<file path="src/rtl/prpg_misr_compactor.sv">
// prpg_misr_compactor
//   Sink for a PRPG pattern stream. It compacts a run of WIDTH-bit patterns into
//   a MISR signature, then compares that signature with a golden value and
//   reports done/pass. Vectors declared [0:WIDTH-1] use index 0 as the MSB.
//
//   Optional feature macro: MISR_HD_STATS_EN
//     Adds the HD_W parameter and the hd_total output. hd_total is a saturating
//     sum of the Hamming distances between consecutive accepted patterns.
//     When the macro is undefined, no popcount logic is built.
//
// Ports
//   clk       rising-edge clock
//   rst       synchronous active-high reset
//   start     one-cycle pulse; latches cfg_*; honoured only in IDLE or DONE
//   cfg_tap   MISR feedback taps; cfg_tap[WIDTH-1-i] governs bit i (i >= 1)
//   cfg_seed  initial signature
//   cfg_len   number of patterns to compact (0 skips straight to the check)
//   cfg_gold  expected signature
//   pat_valid pattern valid
//   pat_in    pattern
//   pat_ready high only while running
//   sig       current signature
//   pat_cnt   patterns accepted since start
//   busy      running or checking
//   done      result available
//   pass      registered (sig == gold); meaningful while done = 1
//   hd_total  (MISR_HD_STATS_EN) accumulated Hamming distance
module prpg_misr_compactor #(
  parameter int WIDTH = 8,
  parameter int CNT_W = 8
`ifdef MISR_HD_STATS_EN
  , parameter int HD_W = 12
`endif
) (
  input  logic             clk,
  input  logic             rst,
  input  logic             start,
  input  logic [WIDTH-2:0] cfg_tap,
  input  logic [0:WIDTH-1] cfg_seed,
  input  logic [CNT_W-1:0] cfg_len,
  input  logic [0:WIDTH-1] cfg_gold,
  input  logic             pat_valid,
  input  logic [0:WIDTH-1] pat_in,
  output logic             pat_ready,
  output logic [0:WIDTH-1] sig,
  output logic [CNT_W-1:0] pat_cnt,
  output logic             busy,
  output logic             done,
  output logic             pass
`ifdef MISR_HD_STATS_EN
  , output logic [HD_W-1:0] hd_total
`endif
);

  typedef enum logic [1:0] {S_IDLE, S_RUN, S_CHECK, S_DONE} state_e;

  state_e           state_q, state_d;
  logic [0:WIDTH-1] sig_q, sig_d;
  logic [CNT_W-1:0] cnt_q, cnt_d;
  logic             pass_q, pass_d;
  logic             ready_q, busy_q, done_q;
  logic [WIDTH-2:0] tap_q, tap_d;
  logic [CNT_W-1:0] len_q, len_d;
  logic [0:WIDTH-1] gold_q, gold_d;
  logic             accept;

  // One MISR step: shift toward the LSB end, the old LSB feeds back into the
  // MSB and into every tapped position, then the pattern is XORed in.
  function automatic logic [0:WIDTH-1] misr_step(input logic [0:WIDTH-1] m,
                                                 input logic [0:WIDTH-1] d,
                                                 input logic [WIDTH-2:0] t);
    logic [0:WIDTH-1] r;
    r[0] = m[WIDTH-1] ^ d[0];
    for (int i = 1; i < WIDTH; i++)
      r[i] = (t[WIDTH-1-i] ? (m[WIDTH-1] ^ m[i-1]) : m[i-1]) ^ d[i];
    return r;
  endfunction

`ifdef MISR_HD_STATS_EN
  logic [0:WIDTH-1] prev_q, prev_d;
  logic             have_prev_q, have_prev_d;
  logic [HD_W-1:0]  hd_q, hd_d;

  function automatic logic [HD_W:0] popcount(input logic [0:WIDTH-1] v);
    logic [HD_W:0] c;
    c = '0;
    for (int i = 0; i < WIDTH; i++) c = c + (HD_W+1)'(v[i]);
    return c;
  endfunction

  // acc is never above its maximum and the increment is at most WIDTH, so
  // one extra bit is enough to detect overflow.
  function automatic logic [HD_W-1:0] sat_add(input logic [HD_W-1:0] acc,
                                              input logic [HD_W:0]   inc);
    logic [HD_W:0] s;
    s = {1'b0, acc} + inc;
    return s[HD_W] ? {HD_W{1'b1}} : s[HD_W-1:0];
  endfunction
`endif

  assign accept = (state_q == S_RUN) && pat_valid;

  always_comb begin
    state_d = state_q;
    sig_d   = sig_q;
    cnt_d   = cnt_q;
    pass_d  = pass_q;
    tap_d   = tap_q;
    len_d   = len_q;
    gold_d  = gold_q;
`ifdef MISR_HD_STATS_EN
    prev_d      = prev_q;
    have_prev_d = have_prev_q;
    hd_d        = hd_q;
`endif
    case (state_q)
      S_IDLE, S_DONE: begin
        if (start) begin
          state_d = (cfg_len == '0) ? S_CHECK : S_RUN;
          sig_d   = cfg_seed;
          cnt_d   = '0;
          pass_d  = 1'b0;
          tap_d   = cfg_tap;
          len_d   = cfg_len;
          gold_d  = cfg_gold;
`ifdef MISR_HD_STATS_EN
          have_prev_d = 1'b0;
          hd_d        = '0;
`endif
        end
      end
      S_RUN: begin
        if (accept) begin
          sig_d = misr_step(sig_q, pat_in, tap_q);
          cnt_d = cnt_q + CNT_W'(1);
          if (cnt_d == len_q) state_d = S_CHECK;
`ifdef MISR_HD_STATS_EN
          prev_d      = pat_in;
          have_prev_d = 1'b1;
          if (have_prev_q) hd_d = sat_add(hd_q, popcount(prev_q ^ pat_in));
`endif
        end
      end
      S_CHECK: begin
        pass_d  = (sig_q == gold_q);
        state_d = S_DONE;
      end
      default: state_d = S_IDLE;
    endcase
  end

  // Status flags are decoded from the next state so they are true registers.
  always_ff @(posedge clk) begin
    if (rst) begin
      state_q <= S_IDLE;
      sig_q   <= '0;
      cnt_q   <= '0;
      pass_q  <= 1'b0;
      ready_q <= 1'b0;
      busy_q  <= 1'b0;
      done_q  <= 1'b0;
`ifdef MISR_HD_STATS_EN
      have_prev_q <= 1'b0;
      hd_q        <= '0;
`endif
    end else begin
      state_q <= state_d;
      sig_q   <= sig_d;
      cnt_q   <= cnt_d;
      pass_q  <= pass_d;
      ready_q <= (state_d == S_RUN);
      busy_q  <= (state_d == S_RUN) || (state_d == S_CHECK);
      done_q  <= (state_d == S_DONE);
`ifdef MISR_HD_STATS_EN
      have_prev_q <= have_prev_d;
      hd_q        <= hd_d;
`endif
    end
  end

  // Latched configuration is only consumed after a start reloads it.
  always_ff @(posedge clk) begin
    tap_q  <= tap_d;
    len_q  <= len_d;
    gold_q <= gold_d;
`ifdef MISR_HD_STATS_EN
    prev_q <= prev_d;
`endif
  end

  assign pat_ready = ready_q;
  assign sig       = sig_q;
  assign pat_cnt   = cnt_q;
  assign busy      = busy_q;
  assign done      = done_q;
  assign pass      = pass_q;
`ifdef MISR_HD_STATS_EN
  assign hd_total  = hd_q;
`endif

endmodule

</file>
<file path="config.mk">
export PLATFORM = sky130hd
export DESIGN_NAME = prpg_misr_compactor
export DESIGN_NICKNAME = d
export VERILOG_FILES = /design/src/rtl/prpg_misr_compactor.sv
export SDC_FILE = /design/constraint.sdc
export NUM_CORES = 1
export LEC_CHECK = 0
export CAP_MARGIN = 20
export CORE_ASPECT_RATIO = 1.2
export CORE_MARGIN = 5
export CORE_UTILIZATION = 48
export DETAILED_ROUTE_END_ITERATION = 10
export GPL_TIMING_DRIVEN = 1
export PLACE_DENSITY = 0.81
export SYNTH_ARGS = -nofsm -noshare
export SYNTH_HDL_FRONTEND = slang
export SYNTH_SLANG_ARGS = --single-unit
</file>
<file path="constraint.sdc">
create_clock -name clk -period 3 [get_ports clk]
set_input_delay 0.45 -clock clk [delete_from_list [all_inputs] [get_ports clk]]
set_output_delay 0.45 -clock clk [all_outputs]
set_load 0.05 [all_outputs]
</file>
Word level (Yosys, flattened, before mapping)
Cells that the tools add are included.
Widths: inputs -> output; s select.
{"block": "word_totals", "register_bits": 45, "latchBits": 0, "mem_bits_rw": 0, "mem_bits_ro": 0, "input_bits": 43, "output_inout_bits": 20, "wordCells": 66, "n_memories": 0}
{"block": "op_classes", "add_sub_neg": 1, "mul": 0, "n_div": 0, "magnitude_cmp": 0, "n_eq_ne": 10, "shift": 0, "mux": 20, "bitwise_logic": 15, "reduce_logical": 10}
{"cell": "$mux 8", "n": 4}
{"cell": "$pmux 8 s2", "n": 2}
{"cell": "$eq 8x8->1", "n": 2}
{"cell": "$xor 1x1->1", "n": 15}
{"cell": "$add 8x1->8 const B", "n": 1}
{"cell": "$eq 2x2->1 const B", "n": 4}
{"cell": "$logic_not 8->1", "n": 1}
{"cell": "$mux 1", "n": 8}
{"cell": "$mux 2", "n": 4}
{"cell": "$pmux 2 s3", "n": 1}
{"cell": "$eq 2x1->1 const B", "n": 2}
{"cell": "$ne 2x2->1 const B", "n": 2}
{"cell": "$reduce_and 2->1", "n": 2}
{"cell": "$reduce_bool 2->1", "n": 2}
{"cell": "$reduce_and 3->1", "n": 1}
{"cell": "$logic_not 2->1", "n": 1}
{"cell": "$pmux 1 s2", "n": 1}
{"cell": "$reduce_or 2->1", "n": 1}
{"cell": "$logic_and 1x1->1", "n": 1}
{"cell": "$logic_or 1x1->1", "n": 1}

Depth between registers and ports, before layout
{"block": "depth", "ltp_word": 7, "ltp_mapped": 11, "ltp_nobuf": 10}

Least setup slack after synthesis
Ideal clock, no wire load.
{"block": "synth_timing", "path_type": "register to register", "from": "register cnt_q[0] (netlist: pat_cnt[0])", "to": "register busy_q (netlist: busy)", "setup_time_ps": 126, "t_arrival_ps": 2390, "required_ps": 2874, "path_slack_ps": 484, "path_stages_with_launch": 10, "path_cell_list": "dfxtp_1 -> ha_1 -> xor2_1 -> a211o_1 -> a211oi_2 -> o2111ai_1 -> a21oi_2 -> a31oi_1 -> ha_1 -> nor2_1"}
{"block": "synth_between", "elab_chain_cells": 7, "word_cells_on_any_way": 8}
{"element": "start: declaration", "line": "59", "rtl": "logic [CNT_W-1:0] cnt_q, cnt_d;"}
{"element": "start signal: assignment", "line": "169", "rtl": "cnt_q <= cnt_d;"}
{"element": "$add 8x1->8 *", "line": "135", "rtl": "cnt_d = cnt_q + CNT_W'(1);"}
{"element": "$eq 8x8->1 *", "line": "136", "rtl": "if (cnt_d == len_q) state_d = S_CHECK;"}
{"element": "$mux 2 *", "line": "136"}
{"element": "$mux 2 *", "line": "133", "rtl": "if (accept) begin"}
{"element": "$pmux 2 s3 *", "line": "116", "rtl": "case (state_q)"}
{"element": "via state_d[0]", "line": "57", "rtl": "state_e state_q, state_d;"}
{"element": "$eq 2x1->1 / $eq 2x2->1 (equally long branches)", "line": "172", "rtl": "busy_q <= (state_d == S_RUN) || (state_d == S_CHECK);"}
{"element": "$logic_or 1x1->1 *", "line": "172"}
{"element": "end signal: assignment", "line": "172"}
{"element": "end: declaration", "line": "61", "rtl": "logic ready_q, busy_q, done_q;"}
The timed path passes the listed nets; every way through them passes the cells marked *.
A chain may end at the register's enable or synchronous reset.

Worst setup path in the final report
Same ends and word-level chain as after synthesis.

==> flow_metrics.env <==
export IMPL_seqPwrFrac=0.365
export IMPL_cts_max_path_buffers=2
export IMPL_end_kind="flop"
export IMPL_leakage_nw=1.13
export IMPL_hold_violations=0
export IMPL_die_h_um=85.6
export IMPL_antenna_found_initial=0
export IMPL_outcome="finished, final reports clean"
export IMPL_ctsHoldBuffers=0
export IMPL_die_area_um2=6250
export IMPL_path_clk_slew_ns=0.09
export IMPL_grtUsageTotal=0.177
export IMPL_critPathKind="reg2reg"
export IMPL_totalWireLength_mm=5.27
export IMPL_fmaxAchievable_mhz=412
export IMPL_syn_inst=228
export IMPL_power_density_nw_per_um2=830
export IMPL_synth_main_ff_cell="edfxtp_1"
export IMPL_min_period_ns=2.43
export IMPL_finalSetupViolations=0
export IMPL_grt_max_degree=17
export IMPL_min_from="sig[0]"
export IMPL_cts_resized=0
export IMPL_async_flop_share=0
export IMPL_grt_pass1_wl_mm=8.69
export IMPL_wire_per_inst_um=14.9
export IMPL_htree_levels=2
export IMPL_nFillCells=387
export IMPL_synth_edff_count=23
export IMPL_combPwrFrac=0.453
export IMPL_port_buffers=62
export IMPL_crit_fanout=8
export IMPL_power_internal_mw=1.54
export IMPL_cts_root_buf="clkbuf_8"
export IMPL_drive_gt1_frac=0.0814
export IMPL_ant_nets=0
export IMPL_ys_warn_count=0
export IMPL_grt_ovfl_total=0
export IMPL_firstDrtPassIters=4
export IMPL_slew_headroom=0.644
export IMPL_place_congestion=0.855
export IMPL_p_switching_mw=1.03
export IMPL_cap_violations=0
export IMPL_numCtsBuffers=5
export IMPL_tightest_slew_ns=0.534
export IMPL_clk_latency_ns=0.30
export IMPL_die_x_um=73.0
export IMPL_worstPathRequired_ns=3.23
export IMPL_tns_ns=0
export IMPL_syn_num_nets=276
export IMPL_drc=0
export IMPL_synth_cell_types=50
export IMPL_cp_startpoint="pat_cnt[0]"
export IMPL_grt_pass1_vias=1966
export IMPL_io_pin_count=63
export IMPL_initial_utilization=0.498
export IMPL_p_clk_frac=0.182
export IMPL_coreArea_um2=4590
export IMPL_fin_crit_sh=0.809
export IMPL_hp_class="reg2reg"
export IMPL_cts_tree="built"
export IMPL_cts_sinks=45
export IMPL_fin_nets=342
export IMPL_viasPerCell=5.39
export IMPL_critPathLaunchType="flop"
export IMPL_syn_area_per_cell_um2=10.0
export IMPL_antenna_cells=0
export IMPL_netlist_area_um2=2290
export IMPL_grt_setup_unrepaired="no"
export IMPL_vias=1903
export IMPL_hpwl_mm=4.08
export IMPL_arrival_ns=2.66
export IMPL_vdd_drop_max_v=0.000496
export IMPL_timing_rr_start="pat_cnt[0]"
export IMPL_area_delta_synth_final_pct=35.2
export IMPL_power_switching_share=0.400
export IMPL_rows=27
export IMPL_slew_violations=0
export IMPL_synth_seq_cells=45
export IMPL_first_iter_violations=127
export IMPL_finalCoreUtilization=0.673
export IMPL_finalClockSkew_ns=0.00912
export IMPL_ys_seq_area_frac=0.494
export IMPL_postCtsSetupBuffers=0
-- state kept, by name, indices dropped and copies added, names as in the netlist --
signal,cells
gold_q,8
len_q,8
pat_cnt,8
sig,8
tap_q,7
state_q,2
busy,1
done,1
pass,1
pat_ready,1
-- power by group through the flow --
stage / Sequential (mW) / Combinational (mW) / Clock [mW]
3_3_place_gp: 0.947 / 1.13 / 0
3_5_place_dp: 0.950 / 1.15 / 0
2_1_floorplan: 1.13 / 0.640 / 0
4_1_cts: 0.937 / 1.16 / 0.484
5_1_grt: 0.959 / 1.28 / 0.500
6_report: 0.937 / 1.16 / 0.466
-- metal layers --
metal  up-vias  GRT usage  part of all wire
met2        67      0.312              0.51
met5         -          0                 0
met3        12     0.0492             0.075
met4         0     0.0671             0.020
met1       880      0.198              0.40
li1        944          -                 -
-- placed cells by master, fill, tap and decap left out, types with 5 or more instances in the layout --
cell type | Yosys | final
ha_1 | 5 | 5
nor2_1 | 17 | 17
xor2_1 | 16 | 16
dfxtp_1 | 22 | 22
o21ai_0 | 13 | 13
buf_4 | 0 | 5
clkdlybuf4s50_1 | 0 | 62
inv_1 | 8 | 8
nand2_1 | 21 | 21
a21oi_1 | 26 | 26
clkbuf_8 | 0 | 5
edfxtp_1 | 23 | 23
xnor2_1 | 12 | 12
-- through the flow --
step	worst slack (ns)	hold WS, ns	instance area (um2)	total power, mW	instances
after floorplan	0.484	0.519	2290	1.77	228
after global placement	0.373	0.507	2970	2.07	344
after detailed placement	0.303	0.514	2970	2.10	344
after CTS	0.574	0.530	3090	2.58	352
after global routing	0.350	0.559	3090	2.74	353
final	0.572	0.525	3090	2.57	353
-- path summary, 6_finish.rpt --
path,cells after the start,to,slack [ns]
max,9,busy,0.57
min,2,sig[0],0.53
max reg2reg,9,busy,0.57
min reg2reg,2,sig[0],0.53
-- synthesized netlist by cell type (all sizes together) (2+ instances only) --
cell,n,share of area
a211oi,2,0.0087
a21oi,27,0.061
a31oi,3,0.0082
buf,3,0.0093
clkbuf,5,0.0082
dfxtp,22,0.19
edfxtp,23,0.30
ha,5,0.027
inv,8,0.013
nand2,21,0.034
nand2b,2,0.0055
nand3,4,0.0087
nand3b,2,0.0066
nand4,3,0.0082
nor2,18,0.031
nor2b,4,0.011
nor3,4,0.0087
nor4,2,0.0055
o211ai,3,0.0098
o21ai,15,0.033
or3,3,0.0087
xnor2,12,0.046
xor2,17,0.068
-- cells by family (layout without fill, tap and decap cells) --
| kind of cell | count (synthesis) | count (layout) | share of synthesized area |
|---|---|---|---|
| compound gates | 64 | 64 | 0.184 |
| xor+xnor | 29 | 29 | 0.114 |
| fa+ha+maj | 5 | 5 | 0.0273 |
| buf+inv | 16 | 83 | 0.0306 |
| flops | 45 | 45 | 0.494 |
| simple gates | 69 | 69 | 0.149 |
-- critical path, cell delays in order, from the launching register on --
cell and delay [ns]:
dfxtp_1 0.47, ha_1 0.30, xor2_1 0.16, a211o_1 0.24
a211oi_2 0.21, o2111ai_1 0.15, a21oi_2 0.25, a31oi_1 0.17
ha_1 0.32, nor2_1 0.09
-- area by class of cell --
cell class | instances | area, um2 | share of cell area
Sequential cell | 45 | 1130 | 0.366
Multi-Input combinational cell | 167 | 1090 | 0.352
Timing Repair Buffer | 67 | 658 | 0.213
Tap cell | 58 | 72.6 | 0.0235
Clock buffer | 5 | 68.8 | 0.0222
Clock inverter | 3 | 45.0 | 0.0146
Inverter | 8 | 30.0 | 0.00971
No activity file was read; power rests on OpenSTA's default activity.
